File: config.mk
export PLATFORM = sky130hd
export DESIGN_NAME = stride_updown_counter
export DESIGN_NICKNAME = d
export VERILOG_FILES = /design/src/rtl/stride_updown_counter_pkg.sv /design/src/rtl/stride_next.sv /design/src/rtl/stride_updown_counter.sv
export SDC_FILE = /design/constraint.sdc
export NUM_CORES = 1
export LEC_CHECK = 0
export ABC_AREA = 1
export CAP_MARGIN = 20
export CORE_AREA = 5 5 42 44
export DETAILED_ROUTE_END_ITERATION = 10
export DIE_AREA = 0 0 47 49
export GPL_TIMING_DRIVEN = 0
export MAX_ROUTING_LAYER = met4
export PLACE_DENSITY_LB_ADDON = 0.12
export SKIP_CTS_REPAIR_TIMING = 1
export SLEW_MARGIN = 30
export SYNTH_ARGS = -nofsm -noshare
export SYNTH_HDL_FRONTEND = slang
export SYNTH_SLANG_ARGS = --single-unit
File: constraint.sdc
create_clock -name clk -period 1.97 [get_ports clk]
set_input_delay 0.591 -clock clk [delete_from_list [all_inputs] [get_ports clk]]
set_output_delay 0.591 -clock clk [all_outputs]
set_load 0.005 [all_outputs]
File: src/rtl/stride_updown_counter_pkg.sv
// Shared constants and helpers for the stride up/down counter.
// Holds the end-mode encodings and the elaboration-time helpers that derive
// the highest sequence value and snap an arbitrary value onto the sequence.
package stride_updown_counter_pkg;

  // End-mode encodings for the sat input
  localparam logic MODE_WRAP = 1'b0;
  localparam logic MODE_SAT  = 1'b1;

  // Helpers use 32-bit arithmetic, so the counter width is capped here
  localparam int unsigned MAX_WIDTH = 31;

  // Highest value reachable from base in whole strides without exceeding 2**width-1
  function automatic int unsigned last_of(input int unsigned width,
                                          input int unsigned base,
                                          input int unsigned stride);
    int unsigned top_v;
    top_v = (32'd1 << width) - 32'd1;
    return base + stride * ((top_v - base) / stride);
  endfunction

  // Round v down onto the sequence; anything below base becomes base
  function automatic int unsigned snap(input int unsigned v,
                                       input int unsigned base,
                                       input int unsigned stride);
    if (v < base) begin
      return base;
    end
    return base + stride * ((v - base) / stride);
  endfunction

endpackage

File: src/rtl/stride_next.sv
// Next-count logic for the stride up/down counter (purely combinational).
// Ports:
//   count_i        current (legal) counter value
//   up_i           direction, 1 = up
//   sat_i          end mode, MODE_WRAP or MODE_SAT
//   en_i           step enable
//   next_count_c_o value the counter takes if no load is pending
//   wrap_c_o       1 when this step wraps from one end to the other
module stride_next
  import stride_updown_counter_pkg::*;
#(
  parameter int unsigned WIDTH  = 4,
  parameter int unsigned BASE   = 1,
  parameter int unsigned STRIDE = 2
) (
  input  logic [WIDTH-1:0] count_i,
  input  logic             up_i,
  input  logic             sat_i,
  input  logic             en_i,
  output logic [WIDTH-1:0] next_count_c_o,
  output logic             wrap_c_o
);

  // One extra bit so count+STRIDE is compared against LAST before truncation
  localparam int unsigned AW     = WIDTH + 1;
  localparam int unsigned LAST   = last_of(WIDTH, BASE, STRIDE);
  localparam logic [AW-1:0] LAST_X   = AW'(LAST);
  localparam logic [AW-1:0] BASE_X   = AW'(BASE);
  localparam logic [AW-1:0] STRIDE_X = AW'(STRIDE);

  logic [AW-1:0]    count_x;
  logic [AW-1:0]    up_sum;
  logic [WIDTH-1:0] dn_diff;
  logic             up_ok;
  logic             dn_ok;

  assign count_x = {1'b0, count_i};
  assign up_sum  = count_x + STRIDE_X;
  assign dn_diff = count_i - WIDTH'(STRIDE);
  assign up_ok   = (up_sum <= LAST_X);
  // Down step is legal only while count sits at least one stride above BASE
  assign dn_ok   = (count_x >= (BASE_X + STRIDE_X));

  // Step, wrap or saturate; hold when not enabled
  always_comb begin
    next_count_c_o = count_i;
    wrap_c_o       = 1'b0;
    if (en_i) begin
      if (up_i) begin
        if (up_ok) begin
          next_count_c_o = up_sum[WIDTH-1:0];
        end else if (sat_i == MODE_WRAP) begin
          next_count_c_o = WIDTH'(BASE);
          wrap_c_o       = 1'b1;
        end
      end else begin
        if (dn_ok) begin
          next_count_c_o = dn_diff;
        end else if (sat_i == MODE_WRAP) begin
          next_count_c_o = WIDTH'(LAST);
          wrap_c_o       = 1'b1;
        end
      end
    end
  end

endmodule

File: src/rtl/stride_updown_counter.sv
// Up/down counter stepping through BASE, BASE+STRIDE, ..., LAST.
// Ports:
//   clk      rising-edge clock
//   reset    asynchronous active-low reset (count -> BASE, wrap -> 0)
//   en       step enable
//   up       direction, 1 = up, 0 = down
//   sat      end mode, 0 = wrap, 1 = saturate
//   load     synchronous load strobe, highest priority
//   load_val value to load, snapped down onto the sequence
//   count    registered counter value, always on the sequence
//   wrap     registered pulse: the previous edge wrapped
//   at_end   combinational: count is at the end in the current direction
module stride_updown_counter
  import stride_updown_counter_pkg::*;
#(
  parameter int unsigned WIDTH  = 4,
  parameter int unsigned BASE   = 1,
  parameter int unsigned STRIDE = 2
) (
  input  logic             clk,
  input  logic             reset,
  input  logic             en,
  input  logic             up,
  input  logic             sat,
  input  logic             load,
  input  logic [WIDTH-1:0] load_val,
  output logic [WIDTH-1:0] count,
  output logic             wrap,
  output logic             at_end
);

  localparam int unsigned MAXV = (32'd1 << WIDTH) - 32'd1;
  localparam int unsigned LAST = last_of(WIDTH, BASE, STRIDE);

  // Reject illegal parameter sets at elaboration
  if (WIDTH < 2 || WIDTH > MAX_WIDTH) begin : g_bad_width
    $fatal(1, "stride_updown_counter: WIDTH must be in 2..31");
  end
  if (BASE > MAXV) begin : g_bad_base
    $fatal(1, "stride_updown_counter: BASE must be below 2**WIDTH");
  end
  if (STRIDE < 1 || STRIDE > (MAXV - BASE)) begin : g_bad_stride
    $fatal(1, "stride_updown_counter: STRIDE must be in 1..2**WIDTH-1-BASE");
  end

  logic [WIDTH-1:0] count_q, count_d;
  logic             wrap_q, wrap_d;
  logic [WIDTH-1:0] next_count_c;
  logic             wrap_c;
  logic [WIDTH-1:0] load_snap;

  stride_next #(
    .WIDTH  (WIDTH),
    .BASE   (BASE),
    .STRIDE (STRIDE)
  ) u_next (
    .count_i        (count_q),
    .up_i           (up),
    .sat_i          (sat),
    .en_i           (en),
    .next_count_c_o (next_count_c),
    .wrap_c_o       (wrap_c)
  );

  // Snap the load value onto the sequence (divide by a constant)
  assign load_snap = WIDTH'(snap(32'(load_val), BASE, STRIDE));

  // Load mux: load beats any step and never reports a wrap
  always_comb begin
    count_d = next_count_c;
    wrap_d  = wrap_c;
    if (load) begin
      count_d = load_snap;
      wrap_d  = 1'b0;
    end
  end

  // State registers
  always_ff @(posedge clk or negedge reset) begin
    if (!reset) begin
      count_q <= WIDTH'(BASE);
      wrap_q  <= 1'b0;
    end else begin
      count_q <= count_d;
      wrap_q  <= wrap_d;
    end
  end

  assign count  = count_q;
  assign wrap   = wrap_q;
  assign at_end = up ? (count_q == WIDTH'(LAST)) : (count_q == WIDTH'(BASE));

endmodule

==> Word-level counts from Yosys, hierarchy flattened <==
Cells that the tools add are included.
{ "op_classes": {"add_sub_neg": 4, "mul": 0, "div": 0, "order_cmp": 3, "eq_ne": 4, "shifts": 0, "n_mux": 17, "n_bitwise": 0, "reduce_logical": 2} }
{ "ops": {"columns": ["op", "count"], "rows": [
  ["$mux W4", 8],
  ["$mux W1", 9],
  ["$ne A4 B2 Y1 const B", 2],
  ["$add A4 B2 Y5 const B", 1],
  ["$le A5 B4 Y1 const B", 1],
  ["$add A2 B4 Y4 const A", 1],
  ["$eq A4 B1 Y1 const B", 1],
  ["$eq A4 B4 Y1 const B", 1],
  ["$ge A4 B2 Y1 const B", 1],
  ["$lt A4 B1 Y1 const B", 1],
  ["$sub A4 B1 Y4 const B", 1],
  ["$sub A4 B2 Y4 const B", 1],
  ["$reduce_and A3 Y1", 1],
  ["$reduce_bool A2 Y1", 1]
]} }
{ "totals": {"reg_bits": 5, "latch_bits": 0, "ram_bits": 0, "mem_bits_ro": 0, "inputBits": 10, "word_cells": 32, "mem_count": 0} }

==> Logic depth before layout (Yosys ltp) <==
Gate-level depths: netlist of the first run.
{ "depth": {"ltp_word": 6, "mapped_depth": 13} }

==> Cells and area by module <==
Synthesis of the first run repeated with hierarchy kept, for this count alone.
{ "unflattened": {"hier_cells": 93, "hier_area_um2": 586.8} }
{ "by_module_without_submodules": {"columns": ["module", "instances", "cells_each", "area_per_inst_um2", "seq_area_each_um2"], "rows": [
  ["stride_next", 1, 57, 311.5, 0.0],
  ["stride_updown_counter", 1, 36, 275.3, 126.4]
]} }

==> Worst setup path after synthesis of the first run <==
OpenSTA, ideal clock, no wires.
{ "synth_path": {"path_type": "reg-to-reg", "startpoint": "register count_q[1] (netlist: count[1])", "endpoint": "register count_q[2] (netlist: count[2])", "arrival_time_ns": 1.421, "required_time_ns": 1.854, "slack_ns": 0.432, "path_stages_with_launch": 11, "n_path_buf": 0, "cell_sequence": "dfrtp_1 > inv_2 > ha_1 > inv_1 > nor2_8 > nand2_4 > nand4_1 > nand3b_2 > inv_2 > nand2_1 > nand2_1"} }
{ "synth_via": {"elab_chain_len": 6, "elab_cells_between_ends": 12, "cone_classes": "2 x add/sub; 2 x order compare; 2 x eq/ne; 5 x mux; 1 x reduce/logical"} }
{ "synth_lines": {"columns": ["item", "line_no", "source"], "rows": [
  ["start, declared", "stride_updown_counter.sv:46", "logic [WIDTH-1:0] count_q, count_d;"],
  ["start signal, assigned", "stride_updown_counter.sv:81", "count_q <= WIDTH'(BASE);"],
  ["start signal, assigned", "stride_updown_counter.sv:84", "count_q <= count_d;"],
  ["$add A4 B2 Y5", "stride_next.sv:38", "assign up_sum = count_x + STRIDE_X;"],
  ["$le A5 B4 Y1", "stride_next.sv:40", "assign up_ok = (up_sum <= LAST_X);"],
  ["$mux W4", "stride_next.sv:50", "if (up_ok) begin"],
  ["$mux W4", "stride_next.sv:49", "if (up_i) begin"],
  ["$mux W4", "stride_next.sv:48", "if (en_i) begin"],
  ["$mux W4", "stride_updown_counter.sv:72", "if (load) begin"]
]} }
Several ways; a longest one is shown, not always the timed one. The select of a mux whose other input is x is not followed.
A chain may end at the register's enable or synchronous reset.

==> Worst setup path in the final report of the first run <==
{ "layout_path": {"startpoint": "register count_q[0] (netlist: count[0])", "endpoint": "output count[0]"} }
{ "layout_rtl": {"columns": ["item", "line_no", "source"], "rows": [
  ["end, declared", "stride_updown_counter.sv:27", "output logic [WIDTH-1:0] count,"]
]} }
No word-level cell between the ends.

==> results.tsv, run 1 <==
stage	metric	value	unit
run_status	run status	completed	
yosys	number of synthesized register bits	5	
setup_path	Critical Path Fanout Max	4	
pwr	worst IR drop on VDD	533	uV
pwr	total leakage power	0.434	nW
yosys	cell area after synthesis	538	um^2
setup_path	arrival time of the worst setup path	1.29	ns
yosys	Unique masters post-synth	20	
cells_and_area	Post-Route Utilization	55.0	%
yosys	Avg Inst Size Synth	6.64	um^2
timing	f_max	531	MHz
clock_network	TritonCTS clock tree	yes	
setup_path	kind of start point of the critical path	register	
cells_and_area	area grow syn2layout	43.3	%
detailed_routing	met2 wirelength from detailed routing	620	um
yosys	Syn Inst Count	81	
detailed_routing	count of vias placed by the detailed router	574	
place	count of buffers from port buffering	15	
yosys	number of flops mapped to enable cells by yosys	0	
timing	clock period minus final worst setup slack	1.88	ns
timing	number of failing setup endpoints in the final timing report	0	
yosys	most numerous cell in the Yosys netlist	sky130_fd_sc_hd__nand2_1	
clock_network	H-Tree Depth	1	
clock_network	clk sinks	5	
cells_and_area	diode count	0	
yosys	area share of the largest cell type after synthesis	18.6	%
global_route	initial antenna violation count	0	
setup_path	capturing element type of the critical path	output pin	
clock_network	total clock buffers created by CTS	3	
cells_and_area	FF/Latch Area	130	um^2
timing	RSZ-0062 raised after global routing	no	
cells_and_area	filler-free cell count of the finished design	118	
setup_path	slowest stage cell on the critical path	sky130_fd_sc_hd__dfstp_2	
clock_network	clock-pin slew reported for the worst setup and hold paths after clock tree synthesis	0.04	ns
timing	Hold Worst Slack	0.567	ns
die	effective utilization at floorplan	38.4	%
global_route	pin count of the biggest net entering global routing	8	
global_route	GRT Residual Overflow	0	
setup_path	family with the most delay on the worst path	flip-flops	
detailed_routing	highest routed layer	met3	
setup_path	critical setup path kind	register to output pin	
clock_network	Skew-Pair Late Insertion Delay	0.24	ns
place	cell count after placement	112	
die	floorplan die width	47	um
setup_path	Worst EP required	1.38	ns
setup_path	critical path buffer and inverter count	1	
cells_and_area	area taken by multi-input logic gates	368	um^2
yosys	Synth Warn #	0	
yosys	leading post-synthesis cells by instance count	24 x sky130_fd_sc_hd__nand2_1, 13 x sky130_fd_sc_hd__inv_1, 6 x sky130_fd_sc_hd__nand3_1	
clock_network	clk buf depth	2	
cells_and_area	fin area	771	um^2
detailed_routing	count of TritonRoute iterations in the first routing pass	4	
place	gp weighted congestion	0.810	
detailed_routing	DRC violations left	0	
yosys	share of synthesized registers carrying an async set or reset	100	%
place	estimated wirelength of the detail-placed design	939	um
setup_path	cells along the critical path	clkdlybuf4s50_1	
place	area after detailed placement	708	um^2
hold_path	hold crit path type	input port to async pin	
setup_path	max incr delay on CP	0.55	ns
detailed_routing	wirelength, routed	1.24	mm
run	# Max-Cap Violations	0	
detailed_routing	drt first-iter violations	12	
global_route	overall track demand over capacity in global routing	12.0	%
cells_and_area	proportion of layout cells with a drive suffix above 1	18.6	%
detailed_routing	sum of routed wire segments on met1	559	um
yosys	dominant cell type by area after synthesis	sky130_fd_sc_hd__dfrtp_1	
timing	Max Clock Skew	0.00419	ns
die	Core Box Area	1400	um^2
timing	share of the clock period used by the worst path after layout	95.6	%
yosys	cell types occupying the most area after synthesis	sky130_fd_sc_hd__dfrtp_1 19%, sky130_fd_sc_hd__nand2_1 17%, sky130_fd_sc_hd__ha_1 9.3%	
pwr	Power Density	850	nW/um^2
timing	final slew viol count	0	
clock_network	root buffer cell	sky130_fd_sc_hd__clkbuf_4	
cells_and_area	net count reported at finish	117	
global_route	number of global-route vias before repair	470	
die	top-level I/O count	16	
detailed_routing	WL/cell	10.5	um
timing	normalized max-slew margin	82.1	%
die	Placement Rows	14	
detailed_routing	wire length on met3	55	um
cells_and_area	fill cell instance count of the final layout	148	
die	overall die area	2300	um^2
yosys	net count of the mapped netlist	95	
timing	Least-Margin Pin Slew	0.268	ns
detailed_routing	DR vias/cell	4.86	
yosys	dominant register cell in the synthesized netlist	sky130_fd_sc_hd__dfrtp_1	
global_route	global-route wire length before repair	2.03	mm
detailed_routing	remaining antenna violation count after routing	0	
timing	final hold viol count	0	
die	vertical extent of the die	49	um
yosys	post-synthesis sequential area ratio	23.5	%
final timing paths:
path                           from  endpoint  slack (ns)  depth (start not counted)
max                        count[0]  count[0]        0.09                          1
min                           reset      wrap        0.57                          1
max reg2reg                count[1]  count[3]        0.33                         12
min reg2reg                count[3]  count[3]        0.58                          2
max in group asynchronous     reset  count[0]        1.15                          1
min in group clk           count[3]  count[3]        0.58                          2
cells in the final DEF (no fill, tap or decap):
cell	n
sky130_fd_sc_hd__nand3b_2	1
sky130_fd_sc_hd__nand3_1	6
sky130_fd_sc_hd__inv_2	2
sky130_fd_sc_hd__o21ai_0	3
sky130_fd_sc_hd__nor2_4	1
sky130_fd_sc_hd__clkbuf_1	1
sky130_fd_sc_hd__nor3_1	2
sky130_fd_sc_hd__xor2_1	2
sky130_fd_sc_hd__ha_1	4
sky130_fd_sc_hd__nand2_4	2
sky130_fd_sc_hd__buf_4	2
sky130_fd_sc_hd__a211oi_2	1
sky130_fd_sc_hd__dfstp_2	1
sky130_fd_sc_hd__dfrtp_1	1
sky130_fd_sc_hd__dlymetal6s2s_1	2
sky130_fd_sc_hd__dfrtp_2	3
sky130_fd_sc_hd__nor3_2	1
sky130_fd_sc_hd__and2_4	1
sky130_fd_sc_hd__o21ai_1	4
sky130_fd_sc_hd__nand4_1	2
sky130_fd_sc_hd__nor2_1	3
sky130_fd_sc_hd__nand2_1	24
sky130_fd_sc_hd__clkbuf_4	3
sky130_fd_sc_hd__inv_1	13
sky130_fd_sc_hd__nor2_8	1
sky130_fd_sc_hd__a21oi_1	3
sky130_fd_sc_hd__clkdlybuf4s50_1	13
power breakdown:
group | switching, W | total, W | internal, W
Clock | 0.0000398 | 0.000116 | 0.0000764
Combinational | 0.000196 | 0.000373 | 0.000177
Sequential | 0.0000404 | 0.000166 | 0.000125
logic make-up after synthesis:
kind of cell	synth area share [%]
compound gates	10.7
xor+xnor	3.26
fa+ha+maj	9.30
buf+inv	10.5
flops	23.5
simple gates	42.8
flip-flops by register name, summed over array words and instances (netlist names):
name,flops
count,4
wrap,1
stage by stage:
stage	setup slack [ns]	TNS [ns]	total power, W
after floorplan	0.432	0	0.000391
after global placement	-0.613	-0.613	0.000507
after detailed placement	-0.612	-0.612	0.000503
after CTS	-0.611	-0.611	0.000627
after global routing	0.0435	0	0.000718
final	0.0858	0	0.000655
metal layers:
layer | GRT usage [%] | vias up
met5 | - | -
met4 | 2.76 | 0
met3 | 4.43 | 0
met2 | 16.5 | 11
met1 | 16.5 | 262
li1 | - | 301
layout make-up:
type,count,share of cell area (%)
inverters,15,7.31
flip-flops and latches,5,16.9
well taps,16,2.60
multi-input cells,61,47.7
clock buffers,4,3.41
repair buffers,17,22.1
Note: power is estimated with default switching activity, not from simulation.
==> run 2: changes to the inputs <==
Settings changed: SETUP_SLACK_MARGIN from default to 0.2.
==> run 2 against run 1 <==
Clock skew is 0.00083 ns lower. Maximum frequency is 3.9% higher. Critical endpoint is now at_end. Critical path type unchanged. Largest cell class unchanged. First-iteration DRC count is 17% lower. Sequential share of layout area is 0.61 points lower.
==> results.tsv, run 2 (same netlist as run 1, synthesis figures left out) <==
stage	metric	value	unit	change
cells_and_area	proportion of layout cells with a drive suffix above 1	21.2	%	was 18.6%
clock_network	TritonCTS clock tree	yes		unchanged
setup_path	cells along the critical path	inv_1 -> a211oi_2 -> dlymetal6s2s_1		was clkdlybuf4s50_1
timing	RSZ-0062 raised after global routing	yes		was no
timing	Least-Margin Pin Slew	0.270	ns	was 0.268 ns
detailed_routing	WL/cell	10.5	um	about the same
place	count of buffers from port buffering	15		unchanged
detailed_routing	remaining antenna violation count after routing	0		unchanged
timing	final slew viol count	0		unchanged
setup_path	Worst EP required	1.38	ns	about the same
place	gp weighted congestion	0.810		unchanged
setup_path	Critical Path Fanout Max	4		unchanged
timing	final hold viol count	0		unchanged
global_route	pin count of the biggest net entering global routing	8		unchanged
cells_and_area	filler-free cell count of the finished design	120		was 118
die	Core Box Area	1400	um^2	unchanged
setup_path	family with the most delay on the worst path	flip-flops		unchanged
die	top-level I/O count	16		unchanged
cells_and_area	area taken by multi-input logic gates	368	um^2	unchanged
die	overall die area	2300	um^2	unchanged
setup_path	slowest stage cell on the critical path	sky130_fd_sc_hd__dfstp_2		unchanged
detailed_routing	count of TritonRoute iterations in the first routing pass	4		unchanged
cells_and_area	number of flip-flops in the largest register	4		unchanged
detailed_routing	drt first-iter violations	10		was 12
pwr	Power Density	845	nW/um^2	was 850 nW/um^2
place	cell count after placement	112		unchanged
setup_path	last element of the critical path	at_end		was count[0]
setup_path	kind of start point of the critical path	register		unchanged
place	area after detailed placement	708	um^2	unchanged
run	# Max-Cap Violations	0		unchanged
setup_path	critical setup path kind	register to output pin		unchanged
cells_and_area	fill cell instance count of the final layout	147		was 148
global_route	number of global-route vias before repair	470		unchanged
clock_network	Skew-Pair Late Insertion Delay	0.24	ns	about the same
cells_and_area	commonest non-fill, non-tap cells in the layout	24 x sky130_fd_sc_hd__nand2_1, 12 x sky130_fd_sc_hd__inv_1, 9 x sky130_fd_sc_hd__clkdlybuf4s50_1, 6 x sky130_fd_sc_hd__nand3_1, 6 x sky130_fd_sc_hd__dlymetal6s2s_1		was 24 x sky130_fd_sc_hd__nand2_1, 13 x sky130_fd_sc_hd__inv_1, 13 x sky130_fd_sc_hd__clkdlybuf4s50_1, 6 x sky130_fd_sc_hd__nand3_1
pwr	total power consumption of the routed design	0.000676	W	was 0.000655 W
clock_network	clk sinks	5		unchanged
timing	number of failing setup endpoints in the final timing report	0		unchanged
cells_and_area	net count reported at finish	119		was 117
clock_network	root buffer cell	sky130_fd_sc_hd__clkbuf_4		unchanged
detailed_routing	wirelength, routed	1.26	mm	was 1.24 mm
setup_path	arrival time of the worst setup path	1.22	ns	was 1.29 ns
hold_path	hold crit path type	input port to async pin		unchanged
detailed_routing	count of vias placed by the detailed router	582		was 574
detailed_routing	DRC violations left	0		unchanged
die	effective utilization at floorplan	38.4	%	unchanged
pwr	worst IR drop on VDD	550	uV	was 533 uV
place	estimated wirelength of the detail-placed design	939	um	unchanged
setup_path	max incr delay on CP	0.55	ns	about the same
setup_path	Setup crit start	count[0]		unchanged
clock_network	total clock buffers created by CTS	3		unchanged
cells_and_area	leading cell type in the layout, fill and taps excluded	sky130_fd_sc_hd__nand2_1		unchanged
die	vertical extent of the die	49	um	unchanged
die	floorplan die width	47	um	unchanged
setup_path	Worst R2R End	count[3]		unchanged
clock_network	clock-pin slew reported for the worst setup and hold paths after clock tree synthesis	0.04	ns	about the same
clock_network	H-Tree Depth	1		unchanged
clock_network	clk buf depth	2		unchanged
cells_and_area	diode count	0		unchanged
setup_path	critical path buffer and inverter count	2		was 1
setup_path	minimum setup slack among reg-to-reg paths	0.33	ns	about the same
global_route	GRT Residual Overflow	0		unchanged
global_route	global-route wire length before repair	2.03	mm	unchanged
timing	normalized max-slew margin	82.0	%	was 82.1%
timing	share of the clock period used by the worst path after layout	92.1	%	was 95.6%
cells_and_area	fin area	800	um^2	was 771 um^2
pwr	total leakage power	0.478	nW	was 0.434 nW
cells_and_area	FF/Latch Area	130	um^2	unchanged
die	Placement Rows	14		unchanged
setup_path	length in cells of the worst reg-to-reg path	13		was 12
run_status	run status	completed		unchanged
setup_path	Crit Reg-Reg Startpoint	count[2]		was count[1]
global_route	initial antenna violation count	0		unchanged
timing	f_max	551	MHz	was 531 MHz
detailed_routing	DR vias/cell	4.85		was 4.86
setup_path	capturing element type of the critical path	output pin		unchanged
setup_path	number of cells on the critical path	3		was 1
global_route	overall track demand over capacity in global routing	12.0	%	unchanged
cells_and_area	area grow syn2layout	48.6	%	was 43.3%
timing	clock period minus final worst setup slack	1.81	ns	was 1.88 ns
timing	Max Clock Skew	0.00336	ns	was 0.00419 ns
-- run 2: cell count changes in the layout (fill, tap and decap cells not counted) --
| cell | change |
|---|---|
| sky130_fd_sc_hd__clkdlybuf4s50_1 | -4 |
| sky130_fd_sc_hd__buf_6 | +1 |
| sky130_fd_sc_hd__inv_1 | -1 |
| sky130_fd_sc_hd__dlymetal6s2s_1 | +4 |
| sky130_fd_sc_hd__buf_4 | +1 |
| sky130_fd_sc_hd__inv_2 | +1 |
-- run 2: metrics by stage --
step	setup slack, ns	utilization, %	hold slack [ns]	setup TNS, ns
after floorplan	0.432	-	0.295	0
after global placement	-0.613	50.5	0.580	-0.613
after detailed placement	-0.612	50.5	0.583	-0.612
after CTS	-0.611	52.4	0.562	-0.611
after global routing	0.0766	57.1	0.572	0
final	0.156	57.1	0.568	0
-- run 2: metal layers --
layer | GRT usage [%] | wire length, um | vias up
met1 | 16.5 | 575 | 265
met5 | - | 0 | -
li1 | - | - | 306
met2 | 16.5 | 621 | 11
met4 | 2.76 | 0 | 0
met3 | 4.43 | 60 | 0
-- run 2: area by class of cell --
cell class	count	share of cell area, %
clock buffer	4	3.29
multi-input combinational	61	46.0
timing repair buffer	19	24.9
tap	16	2.50
sequential	5	16.3
inverter	15	7.04
-- run 2: worst min path at each step --
stage	cells after the start	endpoint
after floorplan	0	count[1]
after global placement	2	count[0]
after detailed placement	2	count[0]
after CTS	1	wrap
after global routing	1	wrap
final	1	wrap
-- run 2: worst register-to-register path, delay by kind of cell, from the launching register on --
| family | cells | cell delay (ns) |
|---|---|---|
| adder cells (fa/ha/maj) | 1 | 0.29 |
| buffers and inverters | 3 | 0.28 |
| flip-flops | 1 | 0.44 |
| AND/OR/NAND/NOR | 9 | 0.52 |
-- run 2: power by group --
part | switching [W] | leakage (nW) | internal, W
Clock | 0.0000396 | 0.0150 | 0.0000764
Sequential | 0.0000407 | 0.0577 | 0.000125
Combinational | 0.000202 | 0.405 | 0.000192
